<file path="src/rtl/regfile_wb_arbiter.sv">
// regfile_wb_arbiter
//   Owns the single write port of the 8 x DATA_W register file. Three write-back
//   requesters (0 = ALU, 1 = load unit, 2 = move/immediate unit) are arbitrated
//   round-robin with valid/ready handshakes. The winner's address/data are
//   registered onto rf_we / rf_dst_add / rf_data_in, one cycle after the grant.
//   An 8-bit pending-write scoreboard lets the issue stage reserve destinations
//   and check two source addresses for outstanding writes.
//
// Optional feature (macro REGFILE_WB_FWD_EN):
//   Adds fwd_hit0/1 and fwd_data0/1 so a consumer can take the committing value
//   directly. chk_busyN is then masked by fwd_hitN, which removes the one-cycle
//   stall during the commit cycle.
//
// Ports:
//   clk, rst              clock; asynchronous active-high reset
//   req_valid/req_ready   per-requester handshake (ready is a one-hot grant)
//   req_addr, req_data    packed per-requester destination and data
//   wb_hold               blocks new grants for this cycle
//   rsv_valid/rsv_addr    destination reservation from issue; rsv_ready accepts
//   chk_addr0/1           source addresses; chk_busy0/1 flag pending writes
//   rf_we/rf_dst_add/rf_data_in   registered register-file write port
//   busy                  scoreboard bits
//   wb_err                sticky: write committed to an unreserved register
module regfile_wb_arbiter #(
  parameter int DATA_W = 21,
  parameter int ADDR_W = 3
) (
  input  logic                  clk,
  input  logic                  rst,
  input  logic [2:0]            req_valid,
  output logic [2:0]            req_ready,
  input  logic [3*ADDR_W-1:0]   req_addr,
  input  logic [3*DATA_W-1:0]   req_data,
  input  logic                  wb_hold,
  input  logic                  rsv_valid,
  input  logic [ADDR_W-1:0]     rsv_addr,
  output logic                  rsv_ready,
  input  logic [ADDR_W-1:0]     chk_addr0,
  input  logic [ADDR_W-1:0]     chk_addr1,
  output logic                  chk_busy0,
  output logic                  chk_busy1,
`ifdef REGFILE_WB_FWD_EN
  output logic                  fwd_hit0,
  output logic                  fwd_hit1,
  output logic [DATA_W-1:0]     fwd_data0,
  output logic [DATA_W-1:0]     fwd_data1,
`endif
  output logic                  rf_we,
  output logic [ADDR_W-1:0]     rf_dst_add,
  output logic [DATA_W-1:0]     rf_data_in,
  output logic [(1<<ADDR_W)-1:0] busy,
  output logic                  wb_err
);

  localparam int NREG = 1 << ADDR_W;

  logic [1:0]        rr_ptr;
  logic [1:0]        win;
  logic              grant_en;
  logic [ADDR_W-1:0] win_addr;
  logic [DATA_W-1:0] win_data;
  logic              rsv_fire;
  logic              commit_ok;
  logic              commit_bad;
  logic [NREG-1:0]   busy_nxt;

  // Winner search starts at rr_ptr; the illegal pointer value 3 behaves as 0.
  always_comb begin
    win = 2'd0;
    case (rr_ptr)
      2'd1:    win = req_valid[1] ? 2'd1 : (req_valid[2] ? 2'd2 : 2'd0);
      2'd2:    win = req_valid[2] ? 2'd2 : (req_valid[0] ? 2'd0 : 2'd1);
      default: win = req_valid[0] ? 2'd0 : (req_valid[1] ? 2'd1 : 2'd2);
    endcase
  end

  assign grant_en  = (|req_valid) & ~wb_hold;
  assign req_ready = grant_en ? (3'b001 << win) : 3'b000;

  always_comb begin
    win_addr = req_addr[ADDR_W-1:0];
    win_data = req_data[DATA_W-1:0];
    case (win)
      2'd1: begin
        win_addr = req_addr[ADDR_W +: ADDR_W];
        win_data = req_data[DATA_W +: DATA_W];
      end
      2'd2: begin
        win_addr = req_addr[2*ADDR_W +: ADDR_W];
        win_data = req_data[2*DATA_W +: DATA_W];
      end
      default: begin
        win_addr = req_addr[ADDR_W-1:0];
        win_data = req_data[DATA_W-1:0];
      end
    endcase
  end

  always_ff @(posedge clk or posedge rst) begin
    if (rst) begin
      rr_ptr     <= 2'd0;
      rf_we      <= 1'b0;
      rf_dst_add <= '0;
      rf_data_in <= '0;
    end else begin
      rf_we <= grant_en;
      if (grant_en) begin
        rr_ptr     <= (win == 2'd2) ? 2'd0 : win + 2'd1;
        rf_dst_add <= win_addr;
        rf_data_in <= win_data;
      end
    end
  end

  // A reservation colliding with a commit to the same register is refused so
  // the clear wins; issue simply retries next cycle.
  assign rsv_ready  = ~busy[rsv_addr] & ~(rf_we & (rf_dst_add == rsv_addr));
  assign rsv_fire   = rsv_valid & rsv_ready;
  assign commit_ok  = rf_we &  busy[rf_dst_add];
  assign commit_bad = rf_we & ~busy[rf_dst_add];

  always_comb begin
    busy_nxt = busy;
    if (commit_ok) busy_nxt[rf_dst_add] = 1'b0;
    if (rsv_fire)  busy_nxt[rsv_addr]   = 1'b1;
  end

  always_ff @(posedge clk or posedge rst) begin
    if (rst) begin
      busy   <= '0;
      wb_err <= 1'b0;
    end else begin
      busy <= busy_nxt;
      if (commit_bad) wb_err <= 1'b1;
    end
  end

`ifdef REGFILE_WB_FWD_EN
  assign fwd_hit0  = rf_we & (rf_dst_add == chk_addr0);
  assign fwd_hit1  = rf_we & (rf_dst_add == chk_addr1);
  assign fwd_data0 = rf_data_in;
  assign fwd_data1 = rf_data_in;
  assign chk_busy0 = busy[chk_addr0] & ~fwd_hit0;
  assign chk_busy1 = busy[chk_addr1] & ~fwd_hit1;
`else
  assign chk_busy0 = busy[chk_addr0];
  assign chk_busy1 = busy[chk_addr1];
`endif

endmodule

</file>
<file path="config.mk">
export PLATFORM = sky130hd
export DESIGN_NAME = regfile_wb_arbiter
export DESIGN_NICKNAME = d
export VERILOG_FILES = /design/src/rtl/regfile_wb_arbiter.sv
export SDC_FILE = /design/constraint.sdc
export NUM_CORES = 1
export LEC_CHECK = 0
export CORE_ASPECT_RATIO = 1.5
export CORE_UTILIZATION = 36
export CTS_BUF_LIST = sky130_fd_sc_hd__clkbuf_8
export DETAILED_ROUTE_END_ITERATION = 7
export PLACE_DENSITY = 0.76
export SYNTH_ARGS = -nofsm -noshare
export SYNTH_HDL_FRONTEND = slang
export SYNTH_SLANG_ARGS = --single-unit
</file>
<file path="constraint.sdc">
create_clock -name clk -period 3.5 [get_ports clk]
set_clock_uncertainty 0.15 [all_clocks]
set_input_delay 1.05 -clock clk [delete_from_list [all_inputs] [get_ports clk]]
set_output_delay 1.05 -clock clk [all_outputs]
set_load 0.03 [all_outputs]
</file>
==> impl_metrics.env <==
export IMPL_required_ns=2.30
export IMPL_drc_errors=0
export IMPL_grt_pass1_wl_um=11300
export IMPL_synth_seq_cells=36
export IMPL_synthTopCellsByArea="dfrtp_1 (38%), o21ai_0 (9.8%), nand2_1 (8.6%), a22oi_1 (8.0%), mux4_2 (4.8%)"
export IMPL_rsz0062_at_grt="false"
export IMPL_numCtsBuffers=5
export IMPL_cp_num_buf_inv=2
export IMPL_yosys_area_top_type="dfrtp_1"
export IMPL_cp_endpoint="chk_busy0"
export IMPL_synth_top_flop_cell="dfrtp_1"
export IMPL_rrSetupSlack_ns=1.01
export IMPL_reg2reg_to="rf_data_in[3]"
export IMPL_dr_pass1_iters=4
export IMPL_netlist_instances=263
export IMPL_htreeDepth=2
export IMPL_dp_hpwl_um=5470
export IMPL_synth_edf_count=0
export IMPL_yosys_warnings=0
export IMPL_setup_viol=0
export IMPL_netlist_area_leader_share_pct=38.3
export IMPL_syn_area_um2=2350
export IMPL_crit_arrival_ns=2.25
export IMPL_grt_overflow=0
export IMPL_grt_pass1_vias=2417
export IMPL_fin_crit_ns=3.45
export IMPL_cts_root_buf="clkbuf_8"
export IMPL_powerDensity_nw_per_um2=837
export IMPL_drv_slew=0
export IMPL_timing_fmax_mhz=290
export IMPL_track_usage_pct=21.8
export IMPL_crit_path_start_kind="primary input"
export IMPL_leakage_uw=0.00158
export IMPL_r2r_start="rr_ptr[0]"
export IMPL_slew_headroom_pct=69.3
export IMPL_cts_tree="built"
export IMPL_syn_num_nets=358
export IMPL_cp_depth=4
export IMPL_status="finished clean"
export IMPL_start_util_pct=37.8
export IMPL_end_kind="output pin"
export IMPL_vias=2450
export IMPL_rows=35
export IMPL_viasPerCell=5.19
export IMPL_port_buffers=127
export IMPL_timing_hold_ws_ns=0.316
export IMPL_synth_cell_types=41
export IMPL_avgSynthCellArea_um2=8.93
export IMPL_antenna_cells=0
export IMPL_fill_cells=538
export IMPL_cp_startpoint="chk_addr0[1]"
export IMPL_syn_to_final_growth_pct=65.6
export IMPL_ctsHoldBuffers=0
export IMPL_die_area_um2=6860
export IMPL_antenna_found_initial=0
export IMPL_r2r_cells=11
export IMPL_cts_sink_count=36
export IMPL_tightest_slew_ns=0.461
export IMPL_drv_cap=0
export IMPL_path_class="primary input to output pin"
export IMPL_slowest_stage="clkdlybuf4s50_1"
export IMPL_dpl_cell_area_um2=3750
export IMPL_hold_viol=0
export IMPL_wl_per_cell_um=15.0
export IMPL_routed_wl_um=7100
export IMPL_period_share_pct=98.7
export IMPL_irDropWorstVdd_uv=1020
export IMPL_clk_path_buf_depth=2
export IMPL_die_w_um=68.0
export IMPL_crit_chain="clkdlybuf4s50_1, mux4_2, mux2_2, buf_6"
export IMPL_crit_fanout=2
export IMPL_hold_path_class="flop to flop"
export IMPL_max_stage_delay_ns=0.49
export IMPL_place_gp_congestion=0.889
export IMPL_ios=128
export IMPL_grt_max_degree=49
export IMPL_synth_most_common_cell="nand2_1"
export IMPL_ys_top_cells_by_count="nand2_1 (54), o21ai_0 (46), dfrtp_1 (36)"
export IMPL_clk_pin_slew_ns=0.07
export IMPL_die_h_um=101
export IMPL_crit_family="buffers and inverters"
export IMPL_ant_nets=0
export IMPL_synthArstFlopShare_pct=100
export IMPL_stdcell_area_um2=3890
export IMPL_drive_gt1_share_pct=15.8
export IMPL_yosysSeqAreaShare_pct=38.3
export IMPL_clock_latency_ns=0.28
export IMPL_drt_iter0_markers=119
export IMPL_core_area_um2=6220
export IMPL_final_nets=492
[cell families (layout without fill, tap and decap cells)]
group / count (synthesis) / in the layout / synth area share (%)
mux: 14 / 14 / 8.84
xor+xnor: 3 / 3 / 1.12
fa+ha+maj: 7 / 7 / 3.73
simple gates: 76 / 76 / 15.4
buf+inv: 30 / 165 / 6.39
flops: 36 / 36 / 38.3
compound gates: 97 / 97 / 26.2
[area by class of cell]
cell class	count	area [um2]	share of cell area (%)
timing repair buffer	149	1430	36.8
multi-input combinational	197	1350	34.6
sequential	36	901	23.2
tap	74	92.6	2.38
clock buffer	6	82.6	2.12
inverter	8	30.0	0.772
clock inverter	2	10.0	0.257
[per-stage QoR]
stage                     total power [uW]  setup TNS (ns)  instances  setup WS [ns]  util (%)
after floorplan                       2110         -0.0403        263        -0.0403         -
after global placement                2870           -3.11        460         -0.634      60.3
after detailed placement              2920           -3.44        460         -0.693      60.3
after CTS                             3270               0        472        0.00557      62.7
after global routing                  3520               0        472       0.000751      62.6
final                                 3260               0        472         0.0464      62.6
[cell usage in the layout, fill, tap and decap left out, types with 2 or more instances in the layout]
master and n:
clkinv_2 2, o21ai_0 46, buf_2 2, ha_2 2
ha_1 5, buf_4 20, dfrtp_1 36, nand2b_1 3
clkdlybuf4s50_1 112, clkbuf_2 3, o41ai_1 2, or2b_2 2
nor2_1 2, nor3b_2 2, xnor2_1 3, dlygate4sd2_1 4
buf_6 7, inv_1 6, clkbuf_8 6, o21ai_1 4
mux2i_1 5, a22oi_1 25, o31ai_1 14, nand3b_1 2
inv_2 2, mux4_2 5, nand2_1 54, mux2_2 2
[how the worst min path moves through the flow]
stage	from	end	slack (ns)	depth (start not counted)
6_report	wb_err	wb_err	0.32	1
5_1_grt	wb_err	wb_err	0.33	1
4_1_cts	wb_err	wb_err	0.32	1
3_5_place_dp	wb_err	wb_err	0.30	1
3_3_place_gp	wb_err	wb_err	0.30	1
2_1_floorplan	rr_ptr[1]	rr_ptr[1]	0.39	2
[timing repair]
| action | CTS | global route |
|---|---|---|
| buffers inserted | 4 | 0 |
| gates resized for setup | 53 | 7 |
| setup endpoints to repair | 6 | 5 |
| hold endpoints to repair | 0 | 0 |
| pin swaps | 9 | 3 |
[per-layer routing]
metal | vias up | global-route usage [%] | share of wire (%)
met4 | 0 | 9.29 | 2.4
met3 | 16 | 3.73 | 5.7
met2 | 100 | 39.3 | 55
li1 | 1220 | - | -
met5 | - | 0 | 0
met1 | 1114 | 24.2 | 37
[where the power goes]
group | internal, uW | total [uW] | switching, uW
Sequential | 606 | 809 | 204
Clock | 157 | 300 | 143
Combinational | 960 | 2150 | 1190
[state kept, by name, summed over array words and instances, names as in the netlist]
register and cells:
rf_dst_add 3, busy 8, rf_data_in 21, rr_ptr 2, rf_we 1, wb_err 1
No activity file was read; power rests on OpenSTA's default activity.
